[src/rtl/rsbus_ring_tx.sv]
// Ring-bus packet transmitter: per-lane store-and-forward FIFOs feeding the 72-bit stb/sof/data ring.
// Optional lane-0 anti-starvation aging is enabled by defining RSBUS_TX_AGING_EN.
module rsbus_ring_tx #(
    parameter int DEPTH     = 32,
    parameter int AGE_LIMIT = 4
) (
    input  logic        clk,
    input  logic        rst,
    input  logic        s_stb,
    input  logic        s_sof,
    input  logic [71:0] s_data,
    output logic        s_rdy,
    output logic        o_stb,
    output logic        o_sof,
    output logic [71:0] o_data,
    input  logic [1:0]  o_af,
    output logic        ff_err
);

    localparam int AW = $clog2(DEPTH);
    localparam int CW = AW + 1;
    localparam logic [CW-1:0] RDY_MAX = CW'(DEPTH - 16);
    localparam logic [CW-1:0] FULL    = CW'(DEPTH);

    typedef enum logic {PIDLE, PBODY} pstate_t;
    typedef enum logic {OIDLE, OSEND} ostate_t;

    pstate_t            pstate_q, pstate_d;
    ostate_t            ostate_q, ostate_d;
    logic [3:0]         rem_in_q, rem_in_d;
    logic [3:0]         rem_out_q, rem_out_d;
    logic               lane_in_q, lane_in_d;
    logic               lane_out_q, lane_out_d;
    logic [1:0][AW-1:0] wr_ptr_q, wr_ptr_d;
    logic [1:0][AW-1:0] rd_ptr_q, rd_ptr_d;
    logic [1:0][CW-1:0] occ_q, occ_d;
    logic [1:0][CW-1:0] pkt_cnt_q, pkt_cnt_d;
    logic [1:0]         inc_q, inc_d;
    logic               o_stb_q, o_stb_d;
    logic               o_sof_q, o_sof_d;
    logic [71:0]        o_data_q, o_data_d;
    logic               err_q, err_d;

    logic [1:0]         dec;
    logic [1:0]         pop;
    logic               wr_en, wr_ok, wr_lane;
    logic               elig0, elig1, sel0, sel1;
    logic [71:0]        head [2];

`ifdef RSBUS_TX_AGING_EN
    localparam int GW = $clog2(AGE_LIMIT + 1);
    logic [GW-1:0]      age_q, age_d;
`endif

    genvar gi;
    generate
        for (gi = 0; gi < 2; gi++) begin : g_lane
            logic [71:0] mem [DEPTH];
            always_ff @(posedge clk) begin
                if (wr_ok && (wr_lane == 1'(gi)))
                    mem[wr_ptr_q[gi]] <= s_data;
            end
            assign head[gi] = mem[rd_ptr_q[gi]];
        end
    endgenerate

    // Both lanes must be able to absorb a worst-case 16-beat packet.
    assign s_rdy  = (occ_q[0] <= RDY_MAX) && (occ_q[1] <= RDY_MAX);
    assign o_stb  = o_stb_q;
    assign o_sof  = o_sof_q;
    assign o_data = o_data_q;
    assign ff_err = err_q;

    always_comb begin
        pstate_d   = pstate_q;
        ostate_d   = ostate_q;
        rem_in_d   = rem_in_q;
        rem_out_d  = rem_out_q;
        lane_in_d  = lane_in_q;
        lane_out_d = lane_out_q;
        o_stb_d    = o_stb_q;
        o_sof_d    = o_sof_q;
        o_data_d   = o_data_q;
        err_d      = err_q;
        inc_d      = 2'b00;
        dec        = 2'b00;
        pop        = 2'b00;
        wr_en      = 1'b0;
        wr_lane    = lane_in_q;
        sel0       = 1'b0;
        sel1       = 1'b0;
        elig0      = (pkt_cnt_q[0] != '0) && !o_af[0];
        elig1      = (pkt_cnt_q[1] != '0) && !o_af[1];
`ifdef RSBUS_TX_AGING_EN
        age_d      = age_q;
`endif

        case (pstate_q)
            PIDLE: begin
                if (s_stb && s_rdy) begin
                    if (s_sof) begin
                        wr_en     = 1'b1;
                        wr_lane   = s_data[64];
                        lane_in_d = s_data[64];
                        rem_in_d  = s_data[63:60];
                        if (s_data[63:60] == 4'd0)
                            inc_d[s_data[64]] = 1'b1;
                        else
                            pstate_d = PBODY;
                    end else begin
                        err_d = 1'b1;
                    end
                end
            end
            PBODY: begin
                if (s_stb && s_rdy) begin
                    wr_en    = 1'b1;
                    rem_in_d = rem_in_q - 4'd1;
                    if (s_sof)
                        err_d = 1'b1;
                    if (rem_in_q == 4'd1) begin
                        inc_d[lane_in_q] = 1'b1;
                        pstate_d         = PIDLE;
                    end
                end
            end
            default: pstate_d = PIDLE;
        endcase

        wr_ok = wr_en && (occ_q[wr_lane] != FULL);
        if (wr_en && !wr_ok)
            err_d = 1'b1;

        case (ostate_q)
            OIDLE: begin
                o_stb_d = 1'b0;
                o_sof_d = 1'b0;
`ifdef RSBUS_TX_AGING_EN
                sel0 = elig0 && (!elig1 || (age_q >= GW'(AGE_LIMIT)));
                sel1 = elig1 && !sel0;
                if (sel0)
                    age_d = '0;
                else if (sel1 && elig0 && (age_q < GW'(AGE_LIMIT)))
                    age_d = age_q + GW'(1);
`else
                sel1 = elig1;
                sel0 = elig0 && !elig1;
`endif
                if (sel0 || sel1) begin
                    lane_out_d = sel1;
                    dec[sel1]  = 1'b1;
                    pop[sel1]  = 1'b1;
                    o_stb_d    = 1'b1;
                    o_sof_d    = 1'b1;
                    o_data_d   = head[sel1];
                    rem_out_d  = head[sel1][63:60];
                    ostate_d   = OSEND;
                end
            end
            OSEND: begin
                // rem reaching zero here yields the mandatory idle cycle between packets.
                if (rem_out_q == 4'd0) begin
                    o_stb_d  = 1'b0;
                    o_sof_d  = 1'b0;
                    ostate_d = OIDLE;
                end else begin
                    pop[lane_out_q] = 1'b1;
                    o_stb_d         = 1'b1;
                    o_sof_d         = 1'b0;
                    o_data_d        = head[lane_out_q];
                    rem_out_d       = rem_out_q - 4'd1;
                end
            end
            default: ostate_d = OIDLE;
        endcase

        for (int i = 0; i < 2; i++) begin
            wr_ptr_d[i]  = wr_ptr_q[i] + AW'(wr_ok && (wr_lane == 1'(i)));
            rd_ptr_d[i]  = rd_ptr_q[i] + AW'(pop[i]);
            occ_d[i]     = occ_q[i] + CW'(wr_ok && (wr_lane == 1'(i))) - CW'(pop[i]);
            pkt_cnt_d[i] = pkt_cnt_q[i] + CW'(inc_q[i]) - CW'(dec[i]);
        end
    end

    always_ff @(posedge clk or posedge rst) begin
        if (rst) begin
            pstate_q   <= PIDLE;
            ostate_q   <= OIDLE;
            rem_in_q   <= '0;
            rem_out_q  <= '0;
            lane_in_q  <= 1'b0;
            lane_out_q <= 1'b0;
            wr_ptr_q   <= '0;
            rd_ptr_q   <= '0;
            occ_q      <= '0;
            pkt_cnt_q  <= '0;
            inc_q      <= '0;
            o_stb_q    <= 1'b0;
            o_sof_q    <= 1'b0;
            o_data_q   <= '0;
            err_q      <= 1'b0;
`ifdef RSBUS_TX_AGING_EN
            age_q      <= '0;
`endif
        end else begin
            pstate_q   <= pstate_d;
            ostate_q   <= ostate_d;
            rem_in_q   <= rem_in_d;
            rem_out_q  <= rem_out_d;
            lane_in_q  <= lane_in_d;
            lane_out_q <= lane_out_d;
            wr_ptr_q   <= wr_ptr_d;
            rd_ptr_q   <= rd_ptr_d;
            occ_q      <= occ_d;
            pkt_cnt_q  <= pkt_cnt_d;
            inc_q      <= inc_d;
            o_stb_q    <= o_stb_d;
            o_sof_q    <= o_sof_d;
            o_data_q   <= o_data_d;
            err_q      <= err_d;
`ifdef RSBUS_TX_AGING_EN
            age_q      <= age_d;
`endif
        end
    end

endmodule

[config.mk]
export PLATFORM = sky130hd
export DESIGN_NAME = rsbus_ring_tx
export DESIGN_NICKNAME = d
export VERILOG_FILES = /design/src/rtl/rsbus_ring_tx.sv
export SDC_FILE = /design/constraint.sdc
export NUM_CORES = 2
export LEC_CHECK = 0
export BUFFER_PORTS_ARGS = -buffer_cell sky130_fd_sc_hd__clkbuf_2
export CAP_MARGIN = 10
export CORE_ASPECT_RATIO = 2
export CORE_UTILIZATION = 30
export CTS_CLUSTER_DIAMETER = 60
export CTS_CLUSTER_SIZE = 28
export DETAILED_ROUTE_END_ITERATION = 8
export SYNTH_ARGS = -nofsm -noshare
export SYNTH_HDL_FRONTEND = slang
export SYNTH_MEMORY_MAX_BITS = 65536
export SYNTH_SLANG_ARGS = --single-unit
[constraint.sdc]
create_clock -name clk -period 7.2 [get_ports clk]
set_input_delay 1.8 -clock clk [delete_from_list [all_inputs] [get_ports clk]]
set_output_delay 1.8 -clock clk [all_outputs]
set_load 0.01 [all_outputs]
==> results.toml <==
[status]
outcome = "finished, final reports clean"

[yosys]
synthArstFlopShare = 0.0278
synth.distinct_cells = 72
syn_area_mm2 = 0.181
synth_seq_cells = 4740
synth_edf_count = 4608
synth_nets = 7934
seq_area_frac_synth = 0.781
ys.flop_type = "edfxtp_1"
synth.avg_cell_area_um2 = 23.2
yosys_warnings = 0
syn_inst = 7809

[placed_design]
place_ws_ps = 1620
dp_hpwl_um = 313000
place_inst = 15732
portBuffers = 153
gp_congestion = 0.858

[finish]
final_nets = 8156
layout-drive-gt1-share = 0.246
post-route-util = 0.332
area_growth_pct = 10.1
fin_cells = 16040
layout_commonest_cell = "edfxtp_1"
final_cell_mix = "edfxtp_1, mux4_2, mux2i_1"

[power]
peakVddDrop_uv = 337
power_frac_clock = 0.199
p_seq_frac = 0.467
p_leak_nw = 60.3
power_density_mw_per_mm2 = 342
p_switching_mw = 22.6
internal-power_mw = 45.8
power_frac_comb = 0.334
switching_share = 0.331

[worst_setup_path]
cp_max_fo = 47
end_kind = "flop"
crit_type = "in -> reg"
r2r_cells = 9
required_ps = 7770
crit_arrival_ps = 5290
critPathLaunchType = "primary input"

[sta]
rsz0062_at_grt = "no"
setup_viol = 0
slew_violations = 0
fin_crit_ps = 4720
fmax_mhz = 212
relSlewSlack = 0.184
post-route-period-util = 0.656
tightest_slew_ps = 1220
holdWs_ps = 534
skew_ps = 65.1
setup_tns_ps = 0
setup_slack_ps = 2480
hold_viol = 0

[clock_tree]
ctsResizeCount = 0
insertion_delay_ps = 960
clockRootBuffer = "clkbuf_16"
postCtsSetupBuffers = 0
cts-hold-fix-buffers = 0
cts_tree = "done"
cts_buffers = 194
cts_max_level = 4
clk_path_buf_depth = 4
clk_pin_slew_worst_paths_ps = 100
clkSinkCount = 4740

[routing]
drt-initial-drc-count = 9019
wirelength_um = 489000
first_pass_iters = 6
antenna_left = 0
drc_errors = 0
viasPerCell = 5.22
wl_per_cell_um = 30.5
vias = 83715

[die]
fp.coreArea_mm2 = 0.602
die_x_um = 552
rows = 403
io_pins = 154
die_height_um = 1100
start_util = 0.301
die_area_mm2 = 0.608

[flow_run]
cap_violations = 0

[grt]
antenna_found_initial = 35
grt_pass1_wl_um = 686000
overflow = 0
grt.total_usage = 0.158
grt_max_degree = 118
first_global_vias = 86933

[worst_hold_path]
whs_path_depth = 1
hold_path_class = "reg -> reg"
==> logic make-up after synthesis <==
logic type,Yosys count,synth area share
flip-flops,4740,0.781
multiplexers,1503,0.165
AND/OR/NAND/NOR,434,0.0125
AO/OA/AOI/OAI,565,0.0241
buffers and inverters,491,0.0126
XOR/XNOR,29,0.00140
adder cells (fa/ha/maj),47,0.00341
==> routing by layer <==
layer,routed length [µm],GRT usage,up-vias
met4,22100,0.0634,26
met5,160,0,-
li1,-,-,33649
met1,173000,0.181,46399
met3,25100,0.0156,666
met2,269000,0.299,2975
==> power by group through the flow <==
stage,combinational [mW],sequential [mW],clock [mW]
after floorplan,15.0,31.7,0
after global placement,22.8,32.6,0
after detailed placement,23.0,32.6,0
after CTS,23.0,32.0,13.9
after global routing,23.9,32.0,14.6
final,22.8,31.9,13.6
==> worst max-delay path, cell delays in order <==
cell	delay (ps)
clkbuf_2	150
and3b_1	190
o221ai_1	110
mux2i_2	470
clkinv_1	300
or4b_1	900
nor2_4	860
buf_12	360
==> final timing paths <==
check	startpoint	end	slack (ps)
max reg2reg	occ_q[8]$_DFF_PP0_	g_lane[0].mem[16][27]$_DFFE_PP_	2520
max in group asynchronous	rst	o_data[33]$_DFFE_PP0P_	4990
min reg2reg	o_data[12]$_DFFE_PP0P_	o_data[12]$_DFFE_PP0P_	530
min	o_data[12]$_DFFE_PP0P_	o_data[12]$_DFFE_PP0P_	530
min in group asynchronous	rst	o_data[39]$_DFFE_PP0P_	790
max	s_stb	g_lane[0].mem[16][27]$_DFFE_PP_	2480
==> layout make-up <==
| cell class | instances | area, µm² |
|---|---|---|
| repair buffers | 452 | 4200 |
| multi-input cells | 2578 | 38000 |
| well taps | 7897 | 9880 |
| clock buffers | 286 | 5350 |
| fillers | 55981 | 402000 |
| diodes | 7 | 17.5 |
| flip-flops and latches | 4740 | 142000 |
| inverters | 65 | 254 |
| clock inverters | 15 | 239 |
==> synthesized netlist by cell type (27+ instances only) <==
cell type / instances / share of area
buf_1: 55 / 0.0011
buf_4: 44 / 0.0018
buf_2: 129 / 0.0036
mux4_2: 1189 / 0.15
nand3_1: 30 / 0.00083
dfrtp_1: 132 / 0.018
a32o_1: 27 / 0.0015
a22oi_1: 134 / 0.0055
mux2i_1: 286 / 0.016
nor3_1: 74 / 0.0020
nor2b_1: 46 / 0.0016
nor2_1: 97 / 0.0020
a22o_1: 41 / 0.0020
ha_1: 43 / 0.0030
edfxtp_1: 4608 / 0.76
a221o_1: 27 / 0.0015
clkbuf_1: 182 / 0.0038
inv_1: 63 / 0.0013
a211oi_1: 29 / 0.0012
mux2_2: 27 / 0.0017
o22ai_1: 127 / 0.0044
a221oi_1: 35 / 0.0017
nand2_1: 76 / 0.0016
==> sequential cells by signal, summed over array words and instances, names as in the netlist <==
name	count
inc_q	2
lane_in_q	1
wr_ptr_q	10
rem_out_q	4
pkt_cnt_q	12
rem_in_q	4
o_data	72
g_lane.mem	4608
o_stb	1
occ_q	12
pstate_q	1
o_sof	1
ff_err	1
lane_out_q	1
rd_ptr_q	10
==> through the flow <==
stage / instance area (µm²) / power, mW
floorplan: 181000 / 46.8
global placement: 194000 / 55.4
detailed placement: 194000 / 55.6
CTS: 200000 / 68.9
global route: 200000 / 70.4
finish: 200000 / 68.4
Power figures use the tool's default switching activity.
